## config.mk

```make
export PLATFORM = sky130hd
export DESIGN_NAME = seq_preamble_serializer
export DESIGN_NICKNAME = d
export VERILOG_FILES = /design/src/rtl/seq_serializer_pkg.sv /design/src/rtl/seq_preamble_serializer.sv
export SDC_FILE = /design/constraint.sdc
export NUM_CORES = 1
export LEC_CHECK = 0
export CAP_MARGIN = 20
export CORE_UTILIZATION = 30
export DETAILED_ROUTE_END_ITERATION = 16
export SYNTH_ARGS = -nofsm -noshare
export SYNTH_HDL_FRONTEND = slang
export SYNTH_SLANG_ARGS = --single-unit
export TNS_END_PERCENT = 30
```

## constraint.sdc

```tcl
create_clock -name clock -period 2.75 [get_ports clock]
set_input_delay 0.55 -clock clock [delete_from_list [all_inputs] [get_ports clock]]
set_output_delay 0.55 -clock clock [all_outputs]
set_load 0.01 [all_outputs]
```

## src/rtl/seq_serializer_pkg.sv

```systemverilog
// Shared types and constants for the preamble serializer: one-hot state codes,
// default frame geometry and the bit-counter width helper.
package seq_serializer_pkg;

  typedef enum logic [3:0] {
    ST_IDLE     = 4'b0001,
    ST_PREAMBLE = 4'b0010,
    ST_DATA     = 4'b0100,
    ST_GAP      = 4'b1000
  } state_t;

  localparam int         DEF_DATA_W     = 8;
  localparam int         DEF_PRE_W      = 4;
  localparam logic [3:0] DEF_PREAMBLE   = 4'b1011;
  localparam int         DEF_GAP_CYCLES = 2;

  // Wide enough for the largest load value; never narrower than one bit.
  function automatic int cnt_width(input int pre_w, input int data_w, input int gap_cycles);
    int m;
    m = pre_w;
    if (data_w > m) m = data_w;
    if (gap_cycles > m) m = gap_cycles;
    return (m < 2) ? 1 : $clog2(m);
  endfunction

endpackage

```

## src/rtl/seq_preamble_serializer.sv

```systemverilog
// Serializes a handshaked parallel word as preamble + MSB-first payload + zero gap.
// States: IDLE wait for word | PREAMBLE send pattern | DATA send payload | GAP send zeros
module seq_preamble_serializer
  import seq_serializer_pkg::*;
#(
  parameter int               DATA_W     = DEF_DATA_W,
  parameter int               PRE_W      = DEF_PRE_W,
  parameter logic [PRE_W-1:0] PREAMBLE   = PRE_W'(DEF_PREAMBLE),
  parameter int               GAP_CYCLES = DEF_GAP_CYCLES
) (
  input  logic              clock,
  input  logic              reset,
  input  logic [DATA_W-1:0] data_in,
  input  logic              data_valid,
  output logic              data_ready,
  output logic              sequence_out,
  output logic              frame_active,
  output logic              done_pulse
);

  localparam int CW = cnt_width(PRE_W, DATA_W, GAP_CYCLES);

  state_t            state, state_next;
  logic [CW-1:0]     cnt, cnt_next;
  logic [DATA_W-1:0] shreg, shreg_next;
  logic [PRE_W-1:0]  pre_shift;
  logic              seq_q, seq_next;
  logic              done_q, done_next;
  logic              cnt_zero;

  assign cnt_zero = (cnt == '0);

  always_ff @(posedge clock or posedge reset) begin
    if (reset) begin
      state  <= ST_IDLE;
      cnt    <= '0;
      shreg  <= '0;
      seq_q  <= 1'b0;
      done_q <= 1'b0;
    end else begin
      state  <= state_next;
      cnt    <= cnt_next;
      shreg  <= shreg_next;
      seq_q  <= seq_next;
      done_q <= done_next;
    end
  end

  // The serial bit is computed one cycle early so sequence_out is a plain flop.
  always_comb begin
    state_next = ST_IDLE;
    cnt_next   = cnt;
    shreg_next = shreg;
    seq_next   = 1'b0;
    done_next  = 1'b0;
    pre_shift  = '0;
    case (state)
      ST_IDLE: begin
        if (data_valid) begin
          state_next = ST_PREAMBLE;
          cnt_next   = CW'(PRE_W - 1);
          shreg_next = data_in;
        end
      end
      ST_PREAMBLE: begin
        if (cnt_zero) begin
          state_next = ST_DATA;
          cnt_next   = CW'(DATA_W - 1);
        end else begin
          state_next = ST_PREAMBLE;
          cnt_next   = cnt - 1'b1;
        end
      end
      ST_DATA: begin
        shreg_next = shreg << 1;
        if (cnt_zero) begin
          state_next = ST_GAP;
          cnt_next   = CW'(GAP_CYCLES - 1);
          done_next  = 1'b1;
        end else begin
          state_next = ST_DATA;
          cnt_next   = cnt - 1'b1;
        end
      end
      ST_GAP: begin
        if (cnt_zero) begin
          state_next = ST_IDLE;
        end else begin
          state_next = ST_GAP;
          cnt_next   = cnt - 1'b1;
        end
      end
      default: begin
        state_next = ST_IDLE;
        cnt_next   = '0;
        shreg_next = '0;
      end
    endcase
    case (state_next)
      ST_PREAMBLE: begin
        pre_shift = PREAMBLE >> cnt_next;
        seq_next  = pre_shift[0];
      end
      ST_DATA: seq_next = shreg_next[DATA_W-1];
      default: seq_next = 1'b0;
    endcase
  end

  // Illegal encodings decode as IDLE outputs.
  always_comb begin
    frame_active = (state == ST_PREAMBLE) || (state == ST_DATA) || (state == ST_GAP);
    data_ready   = !frame_active;
    sequence_out = seq_q;
    done_pulse   = done_q;
  end

endmodule

```

==> flow_metrics.py <==
metrics = {
    "detailed_routing": {
        "viasPerCell": 4.93,
        "drc": 0,
        "route.vias.total": 745,
        "first_iter_violations": 29,
        "wl_per_cell_um": 13.4,
        "drtPass1Iterations": 4,
        "ant_nets": 0,
        "routed_wl_um": 2020,
    },
    "timing": {
        "finalCriticalPeriod_ns": 2.45,
        "finalSetupViolCount": 0,
        "setup_tns_ns": 0,
        "post-route-period-util_pct": 89.0,
        "rsz0062_at_grt": "false",
        "worstMarginPinSlew_ns": 0.653,
        "fmax_mhz": 409,
        "relSlewSlack_pct": 56.4,
        "finClkSkew_ns": 0.00820,
        "hold_viol_final": 0,
        "slew_viol_final": 0,
        "fin_hold_ws_ns": 0.513,
    },
    "power_and_ir_drop": {
        "comb_power_share_pct": 46.1,
        "power_frac_seq_pct": 40.2,
        "vdd_drop_max_mv": 0.351,
        "cellPowerDensity_nw_per_um2": 925,
        "pwr-share-clk_pct": 13.7,
        "p_leak_uw": 0.000538,
        "p_switching_uw": 434,
        "switching_share_pct": 40.8,
        "intPower_uw": 631,
    },
    "clock_tree": {
        "clkTransAtPathRegs_ns": 0.11,
        "postCtsSetupBuffers": 0,
        "cts-root-buf": "clkbuf_4",
        "cts.path.max_buffers": 2,
        "cts.sinks": 17,
        "cts_tree": "yes",
        "cts_hold_buf": 0,
        "clk_latency_ns": 0.31,
        "ctsResizeCount": 0,
        "htreeDepth": 1,
        "cts_buffers": 3,
    },
    "setup_path": {
        "cp.required_ns": 2.20,
        "worstSetupPathType": "reg2out",
        "cp_max_fo": 11,
        "worst_setup_path_start_kind": "flip-flop",
        "cp-end-kind": "primary output",
        "critical_path_arrival_ns": 1.90,
    },
    "floorplan": {
        "ios": 15,
        "row_count": 20,
        "start_util_pct": 31.4,
        "die_h_um": 58.3,
        "dieArea_um2": 3400,
        "coreArea_um2": 3030,
        "die_x_um": 58.3,
    },
    "global_routing": {
        "grt_pass1_vias": 777,
        "grt_max_degree": 18,
        "grt_pass1_wl_um": 3390,
        "overflow": 0,
        "grt_use_total_pct": 13.3,
        "antenna_found_initial": 0,
    },
    "synth": {
        "syn_inst": 92,
        "syn_area_um2": 951,
        "synthTopCellsByArea": "dfrtp_1 42%, a222oi_1 6.3%, inv_1 5.5%",
        "ys_ff_latch": 17,
        "syn_area_per_cell_um2": 10.3,
        "synth_edf_count": 0,
        "yosysMostFrequentCell": "dfrtp_1",
        "ys.flop_type": "dfrtp_1",
        "yosysWarnings": 0,
        "async_flop_share_pct": 100,
        "ys_top_cells_by_count": "16 x dfrtp_1, 14 x inv_1, 6 x a222oi_1, 6 x nor2_1",
        "synth.distinct_cells": 38,
        "yosys.area.top_type": "dfrtp_1",
        "seq_area_frac_synth_pct": 44.9,
        "synth.net_count": 106,
        "yosysTopAreaCellShare_pct": 42.1,
    },
    "layout": {
        "multi_input_area_um2": 437,
        "final_layout_size_suffix_gt1_share_pct": 15.9,
        "seq_area_um2": 427,
        "final_util_pct": 38.1,
        "fillers": 320,
        "antenna_cells": 0,
        "areaGrowthSynthToFinish_pct": 21.2,
        "final-instance-count-excl-fill": 151,
        "final_nets": 122,
    },
    "placement": {
        "dp_hpwl_um": 1530,
        "dp_cells": 147,
        "io_buffers": 14,
        "gp_congestion": 0.818,
    },
    "hold_path": {
        "hp-class": "reg2reg",
    },
    "run_status": {
        "status": "complete, no violations",
    },
    "job": {
        "drv_cap": 0,
    },
}
==> layout make-up <==
cell class | instances | share of cell area (%)
well taps | 44 | 4.78
flip-flops and latches | 17 | 37.0
clock buffers | 3 | 1.95
repair buffers | 15 | 12.8
multi-input cells | 56 | 37.9
clock inverters | 1 | 0.651
inverters | 15 | 4.89
==> path summary, 6_finish.rpt <==
kind                                      startpoint  cells past startpoint                     end  slack (ns)
worst max-delay path              state[3]$_DFF_PP0_                      4            frame_active        0.30
worst min-delay path            shreg[5]$_DFFE_PP0P_                      2    shreg[6]$_DFFE_PP0P_        0.51
worst max register to register      cnt[0]$_DFF_PP0_                     11  sequence_out$_DFF_PP0_        0.68
worst min register to register  shreg[5]$_DFFE_PP0P_                      2    shreg[6]$_DFFE_PP0P_        0.51
max in group asynchronous                      reset                      2        cnt[2]$_DFF_PP0_        1.71
min in group asynchronous                      reset                      2    shreg[6]$_DFFE_PP0P_        0.62
==> state kept, by name, indices dropped and copies added (netlist names) <==
name and count:
shreg 8, state 4, cnt 3, done_pulse 1
sequence_out 1
==> per-layer routing <==
| metal | track usage [%] | wire length (um) | up-vias |
|---|---|---|---|
| met3 | 3.30 | 53 | 2 |
| met4 | 4.08 | 19 | 0 |
| met1 | 15.0 | 930 | 365 |
| li1 | - | - | 365 |
| met2 | 24.8 | 1010 | 13 |
| met5 | 0 | 0 | - |
==> power by group through the flow <==
stage | registers [uW] | logic (uW) | clock network [uW]
finish | 428 | 491 | 146
global route | 438 | 556 | 165
CTS | 426 | 497 | 153
detailed placement | 430 | 495 | 0
global placement | 423 | 485 | 0
floorplan | 386 | 411 | 0
==> cells in the final DEF (no fill, tap or decap), types with 6 or more instances in the layout <==
cell type,n
a222oi_1,6
nor2_1,6
inv_1,14
dfrtp_1,16
clkdlybuf4s50_1,14
==> worst max-delay path, cell delays in order, from the launching register on <==
cell and delay [ns]:
dfrtp_1 0.55, xor2_1 0.18, o21ai_1 0.07, nor2_1 0.21
clkdlybuf4s50_1 0.58
==> cells by family (layout without fill, tap and decap cells) <==
| logic type | Yosys count | after routing | share of synthesized area [%] |
|---|---|---|---|
| compound gates | 25 | 25 | 20.7 |
| xor+xnor | 1 | 1 | 0.921 |
| fa+ha+maj | 3 | 3 | 3.95 |
| buf+inv | 19 | 34 | 9.21 |
| flops | 17 | 17 | 44.9 |
| mux | 1 | 1 | 1.18 |
| simple gates | 26 | 26 | 19.2 |
==> through the flow <==
stage	instance area, um2	setup slack, ns	total power, uW
final	1150	0.302	1070
after global routing	1150	0.138	1160
after CTS	1150	0.288	1080
after detailed placement	1120	0.641	925
after global placement	1120	0.697	909
after floorplan	951	0.822	797
(Power assumes the default switching activity.)
